File: src/rtl/ftdi_receiver_if.sv
// Consumer-side handshake of the FTDI serial receiver: received byte, valid/ack
// pair and the two error indications.
interface ftdi_receiver_if;
  logic [7:0] data;
  logic       valid;
  logic       ack;
  logic       framing_error;
  logic       overrun;

  modport master (
    output data,
    output valid,
    output framing_error,
    output overrun,
    input  ack
  );

  modport slave (
    input  data,
    input  valid,
    input  framing_error,
    input  overrun,
    output ack
  );
endinterface

File: src/rtl/ftdi_receiver.sv
// 8N1 UART receiver for an FTDI bridge: 16x oversampling, one-byte holding
// register with valid/ack handshake, framing-error pulse and sticky overrun.
module ftdi_receiver #(
  parameter int unsigned FREQUENCY  = 50_000_000,
  parameter int unsigned BAUD_RATE  = 115200,
  parameter int unsigned OVERSAMPLE = 16
) (
  input  logic             clk,
  input  logic             reset,
  input  logic             FTDI_TX,
  output logic             FTDI_RTS,
  output logic             busy,
  output logic [1:0]       state_test,
  ftdi_receiver_if.master  bus
);

  localparam int unsigned TICK_DIV = FREQUENCY / (BAUD_RATE * 16);
  localparam int unsigned TW       = (TICK_DIV > 1) ? $clog2(TICK_DIV) : 1;

  localparam logic [1:0] IDLE  = 2'b00;
  localparam logic [1:0] START = 2'b01;
  localparam logic [1:0] DATA  = 2'b10;
  localparam logic [1:0] STOP  = 2'b11;

  logic [1:0]    r_state;
  logic          r_sync1;
  logic          r_rx_s;
  logic          r_rx_prev;
  logic [TW-1:0] r_tick_cnt;
  logic [3:0]    r_samp_cnt;
  logic [2:0]    r_bit_cnt;
  logic [7:0]    r_shift;
  logic          r_stop_hold;
  logic [7:0]    r_data;
  logic          r_valid;
  logic          r_ferr;
  logic          r_overrun;

  logic          w_tick;
  logic          w_fall;

  assign w_tick = (r_state != IDLE) && (r_tick_cnt == TW'(TICK_DIV - 1));
  assign w_fall = r_rx_prev && !r_rx_s;

  always_ff @(posedge clk) begin
    if (!reset) begin
      r_state     <= IDLE;
      r_sync1     <= 1'b1;
      r_rx_s      <= 1'b1;
      r_rx_prev   <= 1'b1;
      r_tick_cnt  <= '0;
      r_samp_cnt  <= '0;
      r_bit_cnt   <= '0;
      r_shift     <= '0;
      r_stop_hold <= 1'b0;
      r_data      <= '0;
      r_valid     <= 1'b0;
      r_ferr      <= 1'b0;
      r_overrun   <= 1'b0;
    end else begin
      r_sync1   <= FTDI_TX;
      r_rx_s    <= r_sync1;
      r_rx_prev <= r_rx_s;
      r_ferr    <= 1'b0;

      if (r_state == IDLE || w_tick)
        r_tick_cnt <= '0;
      else
        r_tick_cnt <= r_tick_cnt + 1'b1;

      if (bus.ack && r_valid) begin
        r_valid   <= 1'b0;
        r_overrun <= 1'b0;
      end

      case (r_state)
        IDLE: begin
          if (w_fall) begin
            r_state     <= START;
            r_samp_cnt  <= '0;
            r_bit_cnt   <= '0;
            r_stop_hold <= 1'b0;
          end
        end
        START: begin
          // Re-check the line half a bit in; a high level means a glitch.
          if (w_tick) begin
            if (r_samp_cnt == 4'd7) begin
              if (!r_rx_s) begin
                r_state    <= DATA;
                r_samp_cnt <= '0;
              end else begin
                r_state <= IDLE;
              end
            end else begin
              r_samp_cnt <= r_samp_cnt + 1'b1;
            end
          end
        end
        DATA: begin
          if (w_tick) begin
            r_samp_cnt <= r_samp_cnt + 1'b1;
            if (r_samp_cnt == 4'd15) begin
              r_shift   <= {r_rx_s, r_shift[7:1]};
              r_bit_cnt <= r_bit_cnt + 1'b1;
              if (r_bit_cnt == 3'd7)
                r_state <= STOP;
            end
          end
        end
        STOP: begin
          // After a bad stop bit, wait for the line to recover before re-arming.
          if (r_stop_hold) begin
            if (r_rx_s) begin
              r_state     <= IDLE;
              r_stop_hold <= 1'b0;
            end
          end else if (w_tick) begin
            r_samp_cnt <= r_samp_cnt + 1'b1;
            if (r_samp_cnt == 4'd15) begin
              if (r_rx_s) begin
                r_data    <= r_shift;
                r_valid   <= 1'b1;
                r_overrun <= bus.ack ? 1'b0 : (r_overrun | r_valid);
                r_state   <= IDLE;
              end else begin
                r_ferr      <= 1'b1;
                r_stop_hold <= 1'b1;
              end
            end
          end
        end
        default: r_state <= IDLE;
      endcase
    end
  end

  assign bus.data          = r_data;
  assign bus.valid         = r_valid;
  assign bus.framing_error = r_ferr;
  assign bus.overrun       = r_overrun;
  assign FTDI_RTS          = ~r_valid;
  assign busy              = (r_state != IDLE);
  assign state_test        = r_state;

endmodule

File: src/flat_wrapper.sv
// flat-port wrapper written by rule: the top's interface ports become plain ports
module ftdi_receiver_flat 
#(
  parameter int unsigned FREQUENCY  = 50_000_000,
  parameter int unsigned BAUD_RATE  = 115200,
  parameter int unsigned OVERSAMPLE = 16
)
  (clk, reset, FTDI_TX, FTDI_RTS, busy, state_test, bus_data, bus_valid, bus_framing_error, bus_overrun, bus_ack);
  ftdi_receiver_if bus_i ();
  input  logic clk;
  input  logic reset;
  input  logic FTDI_TX;
  output logic FTDI_RTS;
  output logic busy;
  output logic [1:0] state_test;
  output wire logic [$bits(bus_i.data)-1:0] bus_data;
  output wire logic [$bits(bus_i.valid)-1:0] bus_valid;
  output wire logic [$bits(bus_i.framing_error)-1:0] bus_framing_error;
  output wire logic [$bits(bus_i.overrun)-1:0] bus_overrun;
  input wire logic [$bits(bus_i.ack)-1:0] bus_ack;
  assign bus_data = bus_i.data;
  assign bus_valid = bus_i.valid;
  assign bus_framing_error = bus_i.framing_error;
  assign bus_overrun = bus_i.overrun;
  assign bus_i.ack = bus_ack;
  ftdi_receiver #(.FREQUENCY(FREQUENCY), .BAUD_RATE(BAUD_RATE), .OVERSAMPLE(OVERSAMPLE)) u_core (.clk(clk), .reset(reset), .FTDI_TX(FTDI_TX), .FTDI_RTS(FTDI_RTS), .busy(busy), .state_test(state_test), .bus(bus_i));
endmodule
File: config.mk
export PLATFORM = sky130hd
export DESIGN_NAME = ftdi_receiver_flat
export DESIGN_NICKNAME = d
export VERILOG_FILES = /design/src/rtl/ftdi_receiver_if.sv /design/src/rtl/ftdi_receiver.sv /design/src/flat_wrapper.sv
export SDC_FILE = /design/constraint.sdc
export NUM_CORES = 1
export LEC_CHECK = 0
export CAP_MARGIN = 0
export CORE_ASPECT_RATIO = 1.1
export CORE_UTILIZATION = 28
export CTS_CLUSTER_SIZE = 28
export DETAILED_ROUTE_END_ITERATION = 16
export GPL_TIMING_DRIVEN = 0
export PLACE_DENSITY = 0.48
export SLEW_MARGIN = 20
export SYNTH_ARGS = -nofsm -noshare
export SYNTH_HDL_FRONTEND = slang
export SYNTH_SLANG_ARGS = --single-unit
File: constraint.sdc
create_clock -name clk -period 3.6 [get_ports clk]
set_clock_uncertainty 0.2 [all_clocks]
set_input_delay 0.72 -clock clk [delete_from_list [all_inputs] [get_ports clk]]
set_output_delay 0.72 -clock clk [all_outputs]
set_load 0.01 [all_outputs]
# --- After elaboration in Yosys (flattened, before gate mapping) ---
# Index checks and enable logic that the tools add are counted.
totals:
  input_bits: 4
  ff_bits: 37
  n_memories: 0
  romBits: 0
  ramBits: 0
  out_inout_bits: 15
  latch_bits: 0
  wordCells: 97
classes:
  muxes: 42
  div_mod_pow: 0
  multipliers: 0
  add_sub_neg: 3
  n_lt_le_gt_ge: 0
  reduce_logical: 17
  n_eq_ne: 17
  bitwise: 5
  n_shift: 0
ops:
  columns: ["op", "n"]
  rows:
  - ["4-bit two-way mux", 6]
  - ["2-bit two-way mux", 11]
  - ["1-bit two-way mux", 18]
  - ["4-bit one-hot mux with 4 select lines", 1]
  - ["2-bit by 1-bit != test with 1-bit output, second input constant", 6]
  - ["3-bit two-way mux", 3]
  - ["2-bit one-hot mux with 4 select lines", 1]
  - ["4-bit AND reduction", 2]
  - ["8-bit AND reduction", 1]
  - ["3-bit by 1-bit != test with 1-bit output, second input constant", 2]
  - ["3-bit one-hot mux with 2 select lines", 1]
  - ["2-bit nonzero test", 3]
  - ["5-bit by 1-bit adder with 5-bit output, second input constant", 1]
  - ["5-bit == test, second input constant", 1]
  - ["5-bit AND reduction", 1]
  - ["4-bit by 1-bit adder with 4-bit output, second input constant", 1]
  - ["2-bit == test, second input constant", 2]
  - ["4-bit by 3-bit == test with 1-bit output, second input constant", 1]
  - ["4-bit == test, second input constant", 1]
  - ["1-bit inverter", 4]
  - ["3-bit by 1-bit adder with 3-bit output, second input constant", 1]
  - ["3-bit == test, second input constant", 1]
  - ["1-bit logical AND", 3]
  - ["3-bit != test, second input constant", 1]
  - ["11 further kinds", 11]

# --- Logic depth before layout (Yosys ltp) ---
# Gate-level depths: netlist (run 1).
logic_depth:
  word_depth: 7
  ltp_mapped: 7
  ltp_nobuf: 6

# --- Least setup slack after synthesis (run 1) ---
# OpenSTA, ideal clock, no wires.
synth_path:
  path_type: "reg-to-reg"
  startpoint: "register u_core.r_tick_cnt[0]"
  endpoint: "register u_core.r_samp_cnt[2]"
  t_arrival_ns: 1.552
  setup_slack_ns: 1.733
  setup_time_ns: 0.115
  t_required_ns: 3.285
  n_path_buf: 0
  path_stages_with_launch: 7
  synth_period_minus_slack_ns: 1.867
  path_cell_list: "dfxtp_1 > inv_1 > ha_1 > nand4b_4 > a222oi_1 > a31oi_1 > o21a_1"
synth_between:
  elab_chain_cells: 5
  word_cells_on_any_way: 7
  cone_classes: "eq/ne (2); mux (3); reduce/logical (2)"
synth_lines:
  columns: ["item", "line_no", "rtl"]
  rows:
  - ["start, declared", "ftdi_receiver.sv:29", "logic [TW-1:0] r_tick_cnt;"]
  - ["start signal, assigned", "ftdi_receiver.sv:69", "r_tick_cnt <= r_tick_cnt + 1'b1;"]
  - ["5-bit == test (*)", "ftdi_receiver.sv:42", "assign w_tick = (r_state != IDLE) && (r_tick_cnt == TW'(TICK_DIV - 1));"]
  - ["1-bit logical AND (*)", "ftdi_receiver.sv:42", null]
  - ["4-bit two-way mux (2 in series)", null, null]
  - ["4-bit one-hot mux with 4 select lines", null, null]
  - ["end signal, assigned", "ftdi_receiver.sv:96", "r_samp_cnt <= r_samp_cnt + 1'b1;"]
  - ["end signal, assigned", "ftdi_receiver.sv:102", "r_samp_cnt <= r_samp_cnt + 1'b1;"]
  - ["end signal, assigned", "ftdi_receiver.sv:119", "r_samp_cnt <= r_samp_cnt + 1'b1;"]
  - ["end, declared", "ftdi_receiver.sv:30", "logic [3:0] r_samp_cnt;"]
# Mark *: on every way between the ends. The rest lies on a longest branch, timed or not. The select of a mux whose other input is x is not followed.
# A chain may end at the register's enable or synchronous reset.

==> flow_summary.ini, run 1 <==
[run_status]
status = finished, violations left
violations = DRC

[synth]
syn_nets = 182
avgSynthCellArea_um2 = 9.66
ys_types = 36
synth_edf_count = 0
synth_top_area_share = 0.443
synth_flop_cell = dfxtp_1
yosysSeqAreaShare = 0.443
synthTopCellsByArea = dfxtp_1 44%, mux2i_1 13%, nor2b_1 6.4%
synth_top_area_cell = dfxtp_1
synth-seq-cells = 37
mappedNetlistArea_um2 = 1670
syn_inst = 173
ys.warnings.count = 0
async_flop_share = 0

[drt]
drt-pass1-iter-count = 10
drc_errors = 2
ant_nets = 0
wl_per_cell_um = 11.7
routed_wl_um = 3220
viasPerCell = 4.51
vias = 1244
drtIter0Drc = 52

[sta]
worstMarginPinSlew_ps = 719
setup_viol = 0
max_freq_mhz = 381
slew-limit-headroom = 0.521
period_minus_slack_ps = 2630
drv_slew = 0
rsz0062_at_grt = no
setup_tns_ps = 0
hold_violations = 0
min_period_over_period = 0.729
hold_slack_ps = 214

[place]
place.gp.congestion = 0.774
placed_cells = 268
dp_hpwl_um = 2300
io_buffers = 18

[grt]
overflow = 0
grt_max_degree = 14
antenna_found_initial = 0
first_global_vias = 1168
grt_pass1_wl_um = 5410
grt_usage = 0.116

[finish]
final_core_util = 0.353
antenna_cells = 0
layout_common_cells = 37 x dfxtp_1, 21 x mux2i_1, 18 x clkdlybuf4s50_1
nets = 207
drive_above_1_share = 0.0704
layout_commonest_cell = dfxtp_1
area_growth_pct = 22.0
instances_no_fill = 276

[power]
power.density_nw_per_um2 = 364
fin_total_pwr_uw = 742
ir_drop_mv = 0.152
leakagePower_nw = 0.738

[critical_path]
reg2regPathDepth = 6
worstSetupEndpointType = output pin
required_ps = 2680
setup.worst_path.class = register to output pin
r2r_start = u_core.r_tick_cnt[0]
cp_data_arrival_time_ps = 1710
path_max_fanout = 10
r2r-end = u_core.r_samp_cnt[2]
rrSetupSlack_ps = 1450
start_kind = register

[min_path]
hold_path_class = register to register
hold_end = u_core.r_rx_s
hold_path.startpoint = u_core.r_sync1
hold-path-cell-count = 1

[die]
die-area_um2 = 6280
start_util = 0.290
core_area_um2 = 5770
die_y_um = 83.0
fp.dieW_um = 75.6
ios = 19
rows = 29

[clock_tree]
cts_root_buffer = clkbuf_8
cts_buffer_depth = 2
clock-sinks = 37
cts.clk_slew.worst_paths_ps = 80
clk_latency_ps = 300
cts_resized = 0
h-tree-depth = 2
post-cts-setup-buffers = 0
cts_tree = yes
numCtsBuffers = 5
hold_buffers = 0

[flow_run]
maxCapViolations = 0
-- critical path, cell delays in order (launching register included) --
cell and delay (ps):
dfxtp_1 370, buf_2 210, nor2_1 90, inv_1 170
clkdlybuf4s50_1 570
-- power breakdown --
group          internal, mW  switching (mW)
Combinational        0.0148          0.0180
Clock                 0.137           0.158
Sequential            0.411         0.00265
Total                 0.563           0.179
-- registers in the layout (all words and copies together), names as in the netlist, 3 cells and up, named ones only --
name               count
u_core.bus.data        8
u_core.r_samp_cnt      4
u_core.r_bit_cnt       3
u_core.r_tick_cnt      5
u_core.r_shift         8
-- stage by stage --
| step | area, um^2 | setup slack, ps |
|---|---|---|
| floorplan | 1670 | 1730 |
| global placement | 1950 | 927 |
| detailed placement | 1950 | 926 |
| CTS | 2040 | 954 |
| global route | 2040 | 864 |
| finish | 2040 | 974 |
-- final cells by class --
| type | count | area (um^2) |
|---|---|---|
| Clock buffer | 5 | 68.8 |
| Tap cell | 77 | 96.3 |
| Clock inverter | 3 | 22.5 |
| Sequential cell | 37 | 741 |
| Multi-Input combinational cell | 123 | 875 |
| Fill cell | 594 | 3730 |
| Timing Repair Buffer | 18 | 180 |
| Inverter | 5 | 18.8 |
| Buffer | 8 | 36.3 |
-- how the worst max path moves through the flow --
stage                              start                   end  cells after the start
floorplan           u_core.r_tick_cnt[0]  u_core.r_samp_cnt[2]                      6
global placement                   reset  u_core.state_test[0]                      5
detailed placement                 reset  u_core.state_test[0]                      5
CTS                             register                  busy                      4
global route                    register                  busy                      4
finish                          register                  busy                      4
-- cell families after synthesis --
logic type / Yosys count / share of synthesized area
buffers and inverters: 13 / 0.0330
muxes: 21 / 0.126
DFF: 37 / 0.443
adders and majority gates: 5 / 0.0375
xor gates and xnor gates: 3 / 0.0157
AOI/OAI and AO/OA: 18 / 0.0742
and+or+nand+nor: 76 / 0.270
-- Yosys cell counts (4+ instances only) --
cell type  count
nand3b_1       4
nor2_1        12
ha_1           5
inv_1          5
nor2b_1       17
nand3_1        9
and3_1         4
clkbuf_1       4
dfxtp_1       37
nand2b_1       5
mux2i_1       21
nand2_1       10
-- per-layer routing --
metal,track usage,up-vias,share of wire
met5,0,-,0
met4,0.0640,0,0.028
met3,0.0425,8,0.037
met2,0.175,24,0.45
met1,0.140,561,0.49
li1,-,651,-
(Power assumes the default switching activity.)
==> run 2: changes to the inputs <==
--- a/config.mk
+++ b/config.mk
@@ -11,7 +11,7 @@
 export CTS_CLUSTER_SIZE = 28
 export DETAILED_ROUTE_END_ITERATION = 16
 export GPL_TIMING_DRIVEN = 0
-export PLACE_DENSITY = 0.48
+export PLACE_DENSITY = 0.49
 export SLEW_MARGIN = 20
 export SYNTH_ARGS = -nofsm -noshare
 export SYNTH_HDL_FRONTEND = slang
==> constraint.sdc (replaced) <==
create_clock -name clk -period 2.25 [get_ports clk]
set_clock_uncertainty 0.2 [all_clocks]
set_input_delay 0.45 -clock clk [delete_from_list [all_inputs] [get_ports clk]]
set_output_delay 0.45 -clock clk [all_outputs]
set_load 0.01 [all_outputs]
==> flow_summary.ini, run 2 (synthesized netlist as in run 1, its figures left out) <==
[sta]
drv_slew = 0
setup_tns_ps = 0
period_minus_slack_ps = 2000
rsz0062_at_grt = no
setup_ws_ps = 249
setup_viol = 0
min_period_over_period = 0.889
worstMarginPinSlew_ps = 516
slew-limit-headroom = 0.652
hold_slack_ps = 216
hold_violations = 0
max_freq_mhz = 500

[finish]
postLayoutCellArea_um2 = 2110
layout_commonest_cell = dfxtp_1
antenna_cells = 0
drive_above_1_share = 0.0896
register_area_um2 = 741
instances_no_fill = 278
layout_common_cells = 37 x dfxtp_1, 21 x mux2i_1, 17 x nor2b_1, 17 x clkdlybuf4s50_1, 11 x nor2_1
fillers = 586
area_growth_pct = 26.1
final_core_util = 0.365
multiInputGateArea_um2 = 877
nets = 209

[power]
power.density_nw_per_um2 = 677
power_switching_uw = 294
p_int_mw = 1.13
netSwitchingFraction = 0.206
fin_total_pwr_mw = 1.43
leakagePower_nw = 0.784
p_seq_frac = 0.465
power.share.clock = 0.496
p_comb_frac = 0.040
ir_drop_mv = 0.379

[die]
die_y_um = 83.0
ios = 19
die-area_um2 = 6280
start_util = 0.290
fp.dieW_um = 75.6
core_area_um2 = 5770
rows = 29

[drt]
wl_per_cell_um = 11.8
highest_layer = met4
viasPerCell = 4.53
wl_met1_um = 1570
routed_wl_um = 3280
ant_nets = 0
dr_wl_met3_um = 83
wl_met2_um = 1530
vias = 1260
drc_errors = 0
drtIter0Drc = 43
drt-pass1-iter-count = 4

[run_status]
status = finished, final reports clean

[critical_path]
required_ps = 2270
path_max_fanout = 10
setup.worst_path.class = primary input to register
cp_data_arrival_time_ps = 2020
start_kind = primary input
worstSetupEndpointType = register

[clock_tree]
cts.clk_slew.worst_paths_ps = 80
h-tree-depth = 2
cts_tree = yes
cts_buffer_depth = 2
cts_root_buffer = clkbuf_8
clk_latency_ps = 290
hold_buffers = 0
numCtsBuffers = 5
clock-sinks = 37

[min_path]
hold_path_class = register to register

[place]
placed_cells = 268
dp_hpwl_um = 2360
place_area_um2 = 1950
io_buffers = 18
place.gp.congestion = 0.771
place_ws_ps = -141

[grt]
grt_pass1_wl_um = 5720
antenna_found_initial = 0
overflow = 0
grt_usage = 0.121
first_global_vias = 1225
grt_max_degree = 14

[flow_run]
maxCapViolations = 0
run 2: power by group through the flow:
stage	Combinational [mW]	Sequential (mW)	Clock, mW
final	0.0566	0.663	0.707
after detailed placement	0.0537	0.678	0
after global routing	0.0638	0.664	0.755
after global placement	0.0543	0.678	0
after CTS	0.0543	0.663	0.724
after floorplan	0.0335	0.677	0
run 2: metal layers:
metal,vias to the layer above,track usage
met3,8,0.0364
li1,661,-
met5,-,0
met4,0,0.0640
met2,19,0.192
met1,572,0.143
run 2: critical path, cell delays in order:
cell and delay, ps:
clkdlybuf4s50_1 510, clkbuf_1 380, buf_1 400, o31ai_1 140, a31oi_1 150
run 2: final timing paths:
check	from	end	slack [ps]	depth (start not counted)
hold / removal	u_core.r_sync1	u_core.r_rx_s	220	1
hold reg to reg	u_core.r_sync1	u_core.r_rx_s	220	1
setup reg to reg	u_core.r_tick_cnt[0]	u_core.bus.data[0]	280	7
setup / recovery	reset	u_core.state_test[0]	250	5
run 2: area by class of cell:
| cell class | count | share of cell area |
|---|---|---|
| inverters | 5 | 0.00891 |
| multi-input cells | 123 | 0.416 |
| clock buffers | 5 | 0.0327 |
| clock inverters | 3 | 0.0327 |
| flip-flops and latches | 37 | 0.352 |
| plain buffers | 8 | 0.0184 |
| repair buffers | 20 | 0.0938 |
| well taps | 77 | 0.0457 |
run 2: timing repair:
action	CTS	global route
buffers inserted	0	2
gates resized for setup	3	1
pin swaps	0	1
endpoints found under the setup margin	1	4
